===== config.mk =====
export PLATFORM = sky130hd
export DESIGN_NAME = xgmii_tx_framer
export DESIGN_NICKNAME = d
export VERILOG_FILES = /design/src/rtl/xgmii_pkg.sv /design/src/rtl/xgmii_term_encoder.sv /design/src/rtl/xgmii_tx_framer.sv
export SDC_FILE = /design/constraint.sdc
export NUM_CORES = 1
export LEC_CHECK = 0
export ABC_AREA = 1
export CORE_MARGIN = 1
export CORE_UTILIZATION = 52
export CTS_CLUSTER_DIAMETER = 40
export DETAILED_ROUTE_END_ITERATION = 16
export PLACE_DENSITY = 0.87
export SLEW_MARGIN = 20
export SYNTH_ARGS = -nofsm -noshare
export SYNTH_HDL_FRONTEND = slang
export SYNTH_HIERARCHICAL = 1
export SYNTH_SLANG_ARGS = --single-unit

===== constraint.sdc =====
create_clock -name sys_clk -period 4.6 [get_ports sys_clk]
set_input_delay 0.46 -clock sys_clk [delete_from_list [all_inputs] [get_ports sys_clk]]
set_output_delay 0.46 -clock sys_clk [all_outputs]
set_load 0.05 [all_outputs]

===== src/rtl/xgmii_pkg.sv =====
// XGMII character constants, fixed control words and framer state encoding.
package xgmii_pkg;

  localparam logic [7:0] XGMII_IDLE  = 8'h07;
  localparam logic [7:0] XGMII_START = 8'hFB;
  localparam logic [7:0] XGMII_TERM  = 8'hFD;
  localparam logic [7:0] XGMII_ERR   = 8'hFE;

  localparam logic [63:0] IDLE_WORD     = {8{XGMII_IDLE}};
  localparam logic [63:0] ERROR_WORD    = {8{XGMII_ERR}};
  localparam logic [63:0] PREAMBLE_WORD = 64'hD5555555555555FB;

  typedef enum logic [1:0] {IDLE, DATA, DROP, IFG} state_t;

  // Valid byte count of a closing word; only meaningful for masks other than 8'hFF.
  function automatic logic [2:0] trailing_ones(input logic [7:0] mask);
    logic [2:0] k;
    logic       stop;
    k    = '0;
    stop = 1'b0;
    for (int i = 0; i < 8; i++) begin
      if (!stop && mask[i]) k = k + 3'd1;
      else stop = 1'b1;
    end
    return k;
  endfunction

endpackage


===== src/rtl/xgmii_term_encoder.sv =====
// Builds the terminate word: k data lanes, FD in lane k, idles above it.
module xgmii_term_encoder
  import xgmii_pkg::*;
(
  input  logic [63:0] data,
  input  logic [2:0]  k,
  output logic [63:0] txd,
  output logic [7:0]  txc
);

  always_comb begin
    txd = IDLE_WORD;
    txc = 8'hFF;
    for (int i = 0; i < 8; i++) begin
      if (i < int'(k)) begin
        txd[8*i +: 8] = data[8*i +: 8];
        txc[i]        = 1'b0;
      end else if (i == int'(k)) begin
        txd[8*i +: 8] = XGMII_TERM;
      end
    end
  end

endmodule


===== src/rtl/xgmii_tx_framer.sv =====
// Drains frame words from an FWFT FIFO and frames them onto one XGMII TX lane group.
// state | meaning
// IDLE  | idles out; drops stray delimiters, starts a frame when data and link are present
// DATA  | forwards payload words until the closing word, or aborts with an error word
// DROP  | idles out; discards the rest of an aborted frame up to its closing word
// IFG   | IFG_CYCLES idle words after a frame
module xgmii_tx_framer
  import xgmii_pkg::*;
#(
  parameter int IFG_CYCLES = 2
) (
  input  logic        sys_clk,
  input  logic        sys_rst,
  input  logic [71:0] dout,
  input  logic        empty,
  output logic        rd_en,
  input  logic        link_up,
  output logic [63:0] xgmii_txd,
  output logic [7:0]  xgmii_txc,
  output logic [31:0] tx_frames,
  output logic [15:0] tx_underruns,
  output logic        busy
);

  localparam int CW = (IFG_CYCLES > 1) ? $clog2(IFG_CYCLES) : 1;
  localparam logic [CW-1:0] IFG_LOAD = CW'(IFG_CYCLES - 1);

  state_t        state;
  logic [CW-1:0] ifg_cnt;
  logic [7:0]    mask;
  logic [63:0]   word;
  logic [2:0]    k;
  logic [63:0]   term_txd;
  logic [7:0]    term_txc;

  assign mask = dout[71:64];
  assign word = dout[63:0];
  assign k    = trailing_ones(mask);
  assign busy = (state != IDLE);

  xgmii_term_encoder u_term (
    .data (word),
    .k    (k),
    .txd  (term_txd),
    .txc  (term_txc)
  );

  always_comb begin
    rd_en = 1'b0;
    if (sys_rst && !empty) begin
      case (state)
        IDLE:    rd_en = (mask == 8'h00);
        DATA:    rd_en = link_up;
        DROP:    rd_en = 1'b1;
        default: rd_en = 1'b0;
      endcase
    end
  end

  always_ff @(posedge sys_clk) begin
    if (!sys_rst) begin
      state        <= IDLE;
      ifg_cnt      <= '0;
      xgmii_txd    <= IDLE_WORD;
      xgmii_txc    <= 8'hFF;
      tx_frames    <= '0;
      tx_underruns <= '0;
    end else begin
      xgmii_txd <= IDLE_WORD;
      xgmii_txc <= 8'hFF;
      case (state)
        IDLE: begin
          if (!empty && mask != 8'h00 && link_up) begin
            xgmii_txd <= PREAMBLE_WORD;
            xgmii_txc <= 8'h01;
            state     <= DATA;
          end
        end
        DATA: begin
          if (empty || !link_up) begin
            xgmii_txd <= ERROR_WORD;
            if (tx_underruns != 16'hFFFF) tx_underruns <= tx_underruns + 16'd1;
            state <= DROP;
          end else if (mask == 8'hFF) begin
            xgmii_txd <= word;
            xgmii_txc <= 8'h00;
          end else begin
            xgmii_txd <= term_txd;
            xgmii_txc <= term_txc;
            tx_frames <= tx_frames + 32'd1;
            ifg_cnt   <= IFG_LOAD;
            state     <= IFG;
          end
        end
        DROP: begin
          if (!empty && mask != 8'hFF) begin
            ifg_cnt <= IFG_LOAD;
            state   <= IFG;
          end
        end
        default: begin
          if (ifg_cnt == '0) state <= IDLE;
          else ifg_cnt <= ifg_cnt - 1'b1;
        end
      endcase
    end
  end

endmodule


==> results.cfg <==
[outcome]
status = completed

[finish]
antenna_cells = 0
fin_nets = 1270
stdcell_area_sq_um = 9290
synthToLayoutAreaGrowth_pct = 37.0
final_layout_size_suffix_gt1_frac = 0.0786

[cts]
cts_tree = built
cts_made_buffers = 17
h-tree-depth = 4
ctsRootBufferMaster = clkbuf_16
clkSlewWorstSetupHoldPaths_ps = 60
clk_latency_ps = 420
clk_path_buf_depth = 2
cts.sinks = 123
cts_hold_buf = 0
cts.repair.resized = 0
cts_setup_buffers = 0

[critical_path]
critPathArrivalTime_ps = 4380
r2r_end = tx_underruns[6]
rrSetupSlack_ps = 1840
setup.worst_path.class = in2reg
worstRegToRegCells = 9
cp-start-kind = input pin
crit_required_ps = 4870
reg2reg_from = state[1]
critPathMaxFanout = 10
end_kind = flip-flop
cp-startpoint = dout[64]

[route]
drc = 0
drt-vias-per-instance = 5.41
highest_layer = met4
wl_per_cell_microns = 15.3
met1Wirelength_microns = 8570
drt_wl_total_microns = 21000
drt-initial-drc-count = 787
drt_pre_antenna_iters = 5
route.antenna.remaining_nets = 0
dr_wl_met2_microns = 9700
wl_met3_microns = 1860
vias = 7395

[global_route]
gr-usage-all-layers = 0.311
grt_pass1_wl_microns = 32600
grt_max_degree = 59
overflow = 0
antenna_found_initial = 0
grt_pass1_vias = 6681

[synth]
synth_top_area_frac = 0.363
synth_top_cells_by_area = dfxtp_1 36%, nand2_1 16%, nor2_1 8.5%
async_flop_share = 0
ys_types = 41
synth-edff-count = 0
synth.most_common_cell = nand2_1
syn_area_sq_um = 6780
ys.warnings.count = 6
ys_ff_latch = 123
synth_flop_cell = dfxtp_1
netlist_instances = 1009
syn_avg_cell_area_sq_um = 6.72
synth_area_leader_cell = dfxtp_1
synth_common_cells = 294 x nand2_1, 153 x nor2_1, 123 x dfxtp_1, 90 x inv_1, 61 x a21oi_1
yosysSeqAreaShare = 0.363

[placement]
placed_cell_area_sq_um = 8680
place_congestion = 0.856
dp_hpwl_microns = 14400
portBuffers = 197

[sta]
rsz0062_at_grt = no
max_freq_mhz = 243
tightestPinTransition_ps = 863
maxSlewHeadroom = 0.424
post-route-period-util = 0.894
skew_ps = 8.66
min_period_ps = 4110
tns_ps = 0
setup_viol = 0
slew_violations = 0
hold_viol_final = 0
hold_slack_ps = 498

[floorplan]
dieArea_sq_um = 13500
rows = 41
start_util = 0.535
die_h_microns = 116
die_w_microns = 116
io-pin-count = 198
floorplan.core_area_sq_um = 12700

[hold_path]
hold_end = tx_frames[17]
worstHoldPathType = reg2reg
holdPathStages = 1
hold_start = tx_frames[17]

[power_and_ir_drop]
p_total_w = 0.00421
power_density_nw_per_um2 = 453
leakage_nw = 3.70
vdd_drop_max_mv = 0.361

[flow_run]
maxCapViolations = 0
## how the worst max path moves through the flow
| stage | end | slack (ps) | cells past startpoint |
|---|---|---|---|
| after detailed placement | xgmii_txd[57] | 150 | 21 |
| after floorplan | xgmii_txd[20] | 1300 | 24 |
| after global placement | xgmii_txd[57] | 300 | 22 |
| after global routing | xgmii_txd[57] | 210 | 23 |
| after CTS | xgmii_txc[6] | 560 | 21 |
| final | xgmii_txc[6] | 490 | 21 |
## report_power, final
group	total, W	leakage (nW)	switching (W)	internal, W
Combinational	0.00153	2.40	0.00103	0.000496
Sequential	0.00128	1.00	0.0000639	0.00122
Clock	0.00140	0.303	0.000481	0.000920
## cell usage in the layout, fill, tap and decap left out, types with 3 or more instances in the layout
master,instances
o211ai_1,9
o22ai_1,8
dfxtp_1,123
xnor2_1,7
clkbuf_16,17
nand2_2,7
o21ai_1,4
o211ai_2,12
clkbuf_1,3
buf_4,4
nor2_2,7
nor2_1,153
clkbuf_8,5
xor2_1,8
nand4_1,11
inv_1,90
or2_1,3
inv_2,10
nor3_1,24
clkdlybuf4s50_1,197
nand3b_1,3
ha_1,9
conb_1,3
o221ai_1,8
or2_2,4
nor3_2,5
a21oi_1,61
bufinv_16,3
nand3_1,56
o21ai_0,19
nand2_1,294
nand2_4,5
nor2_4,8
## logic make-up (layout without fill, tap and decap cells)
kind of cell / after synthesis / after routing / synth area share
other cells: 1 / 3 / 0.000553
fa+ha+maj: 10 / 10 / 0.0184
buf+inv: 148 / 333 / 0.105
simple gates: 589 / 589 / 0.379
compound gates: 123 / 123 / 0.114
xor+xnor: 15 / 15 / 0.0194
flops: 123 / 123 / 0.363
## sequential cells by signal, indices dropped and copies added (netlist names)
name          flops
xgmii_txd        64
tx_frames        32
tx_underruns     16
xgmii_txc         8
state             2
ifg_cnt           1
## stage by stage
| stage | worst slack (ps) | std cells | utilization |
|---|---|---|---|
| 2_1_floorplan | 1300 | 1011 | - |
| 3_3_place_gp | 298 | 1337 | 0.685 |
| 3_5_place_dp | 146 | 1337 | 0.685 |
| 4_1_cts | 557 | 1368 | 0.733 |
| 5_1_grt | 207 | 1368 | 0.733 |
| 6_report | 486 | 1368 | 0.733 |
## worst max-delay path, stage by stage
cell             delay [ps]
clkdlybuf4s50_1         510
a21boi_0                290
ha_1                    290
nand2_1                  60
nand2_1                  70
nand3_1                 100
o21ai_0                 100
ha_1                    300
or2_0                   230
and2_1                  160
ha_1                    190
nand2_1                  90
xor2_1                   70
nor2_1                  140
nand3_1                 100
nand2_1                 360
nand2_4                 200
nor2_4                  320
inv_1                    90
a21oi_1                 160
o21ai_1                  90
## routing by layer
layer	track usage	vias up
li1	-	3555
met1	0.379	3388
met2	0.508	375
met3	0.0752	77
met4	0.163	0
met5	0	-
## layout make-up
| type | count | area [sq um] |
|---|---|---|
| flip-flops and latches | 123 | 2460 |
| fillers | 1026 | 3380 |
| clock inverters | 6 | 109 |
| clock buffers | 25 | 505 |
| multi-input cells | 740 | 3620 |
| well taps | 172 | 215 |
| repair buffers | 201 | 2000 |
| inverters | 101 | 382 |
Note: power is estimated with default switching activity, not from simulation.
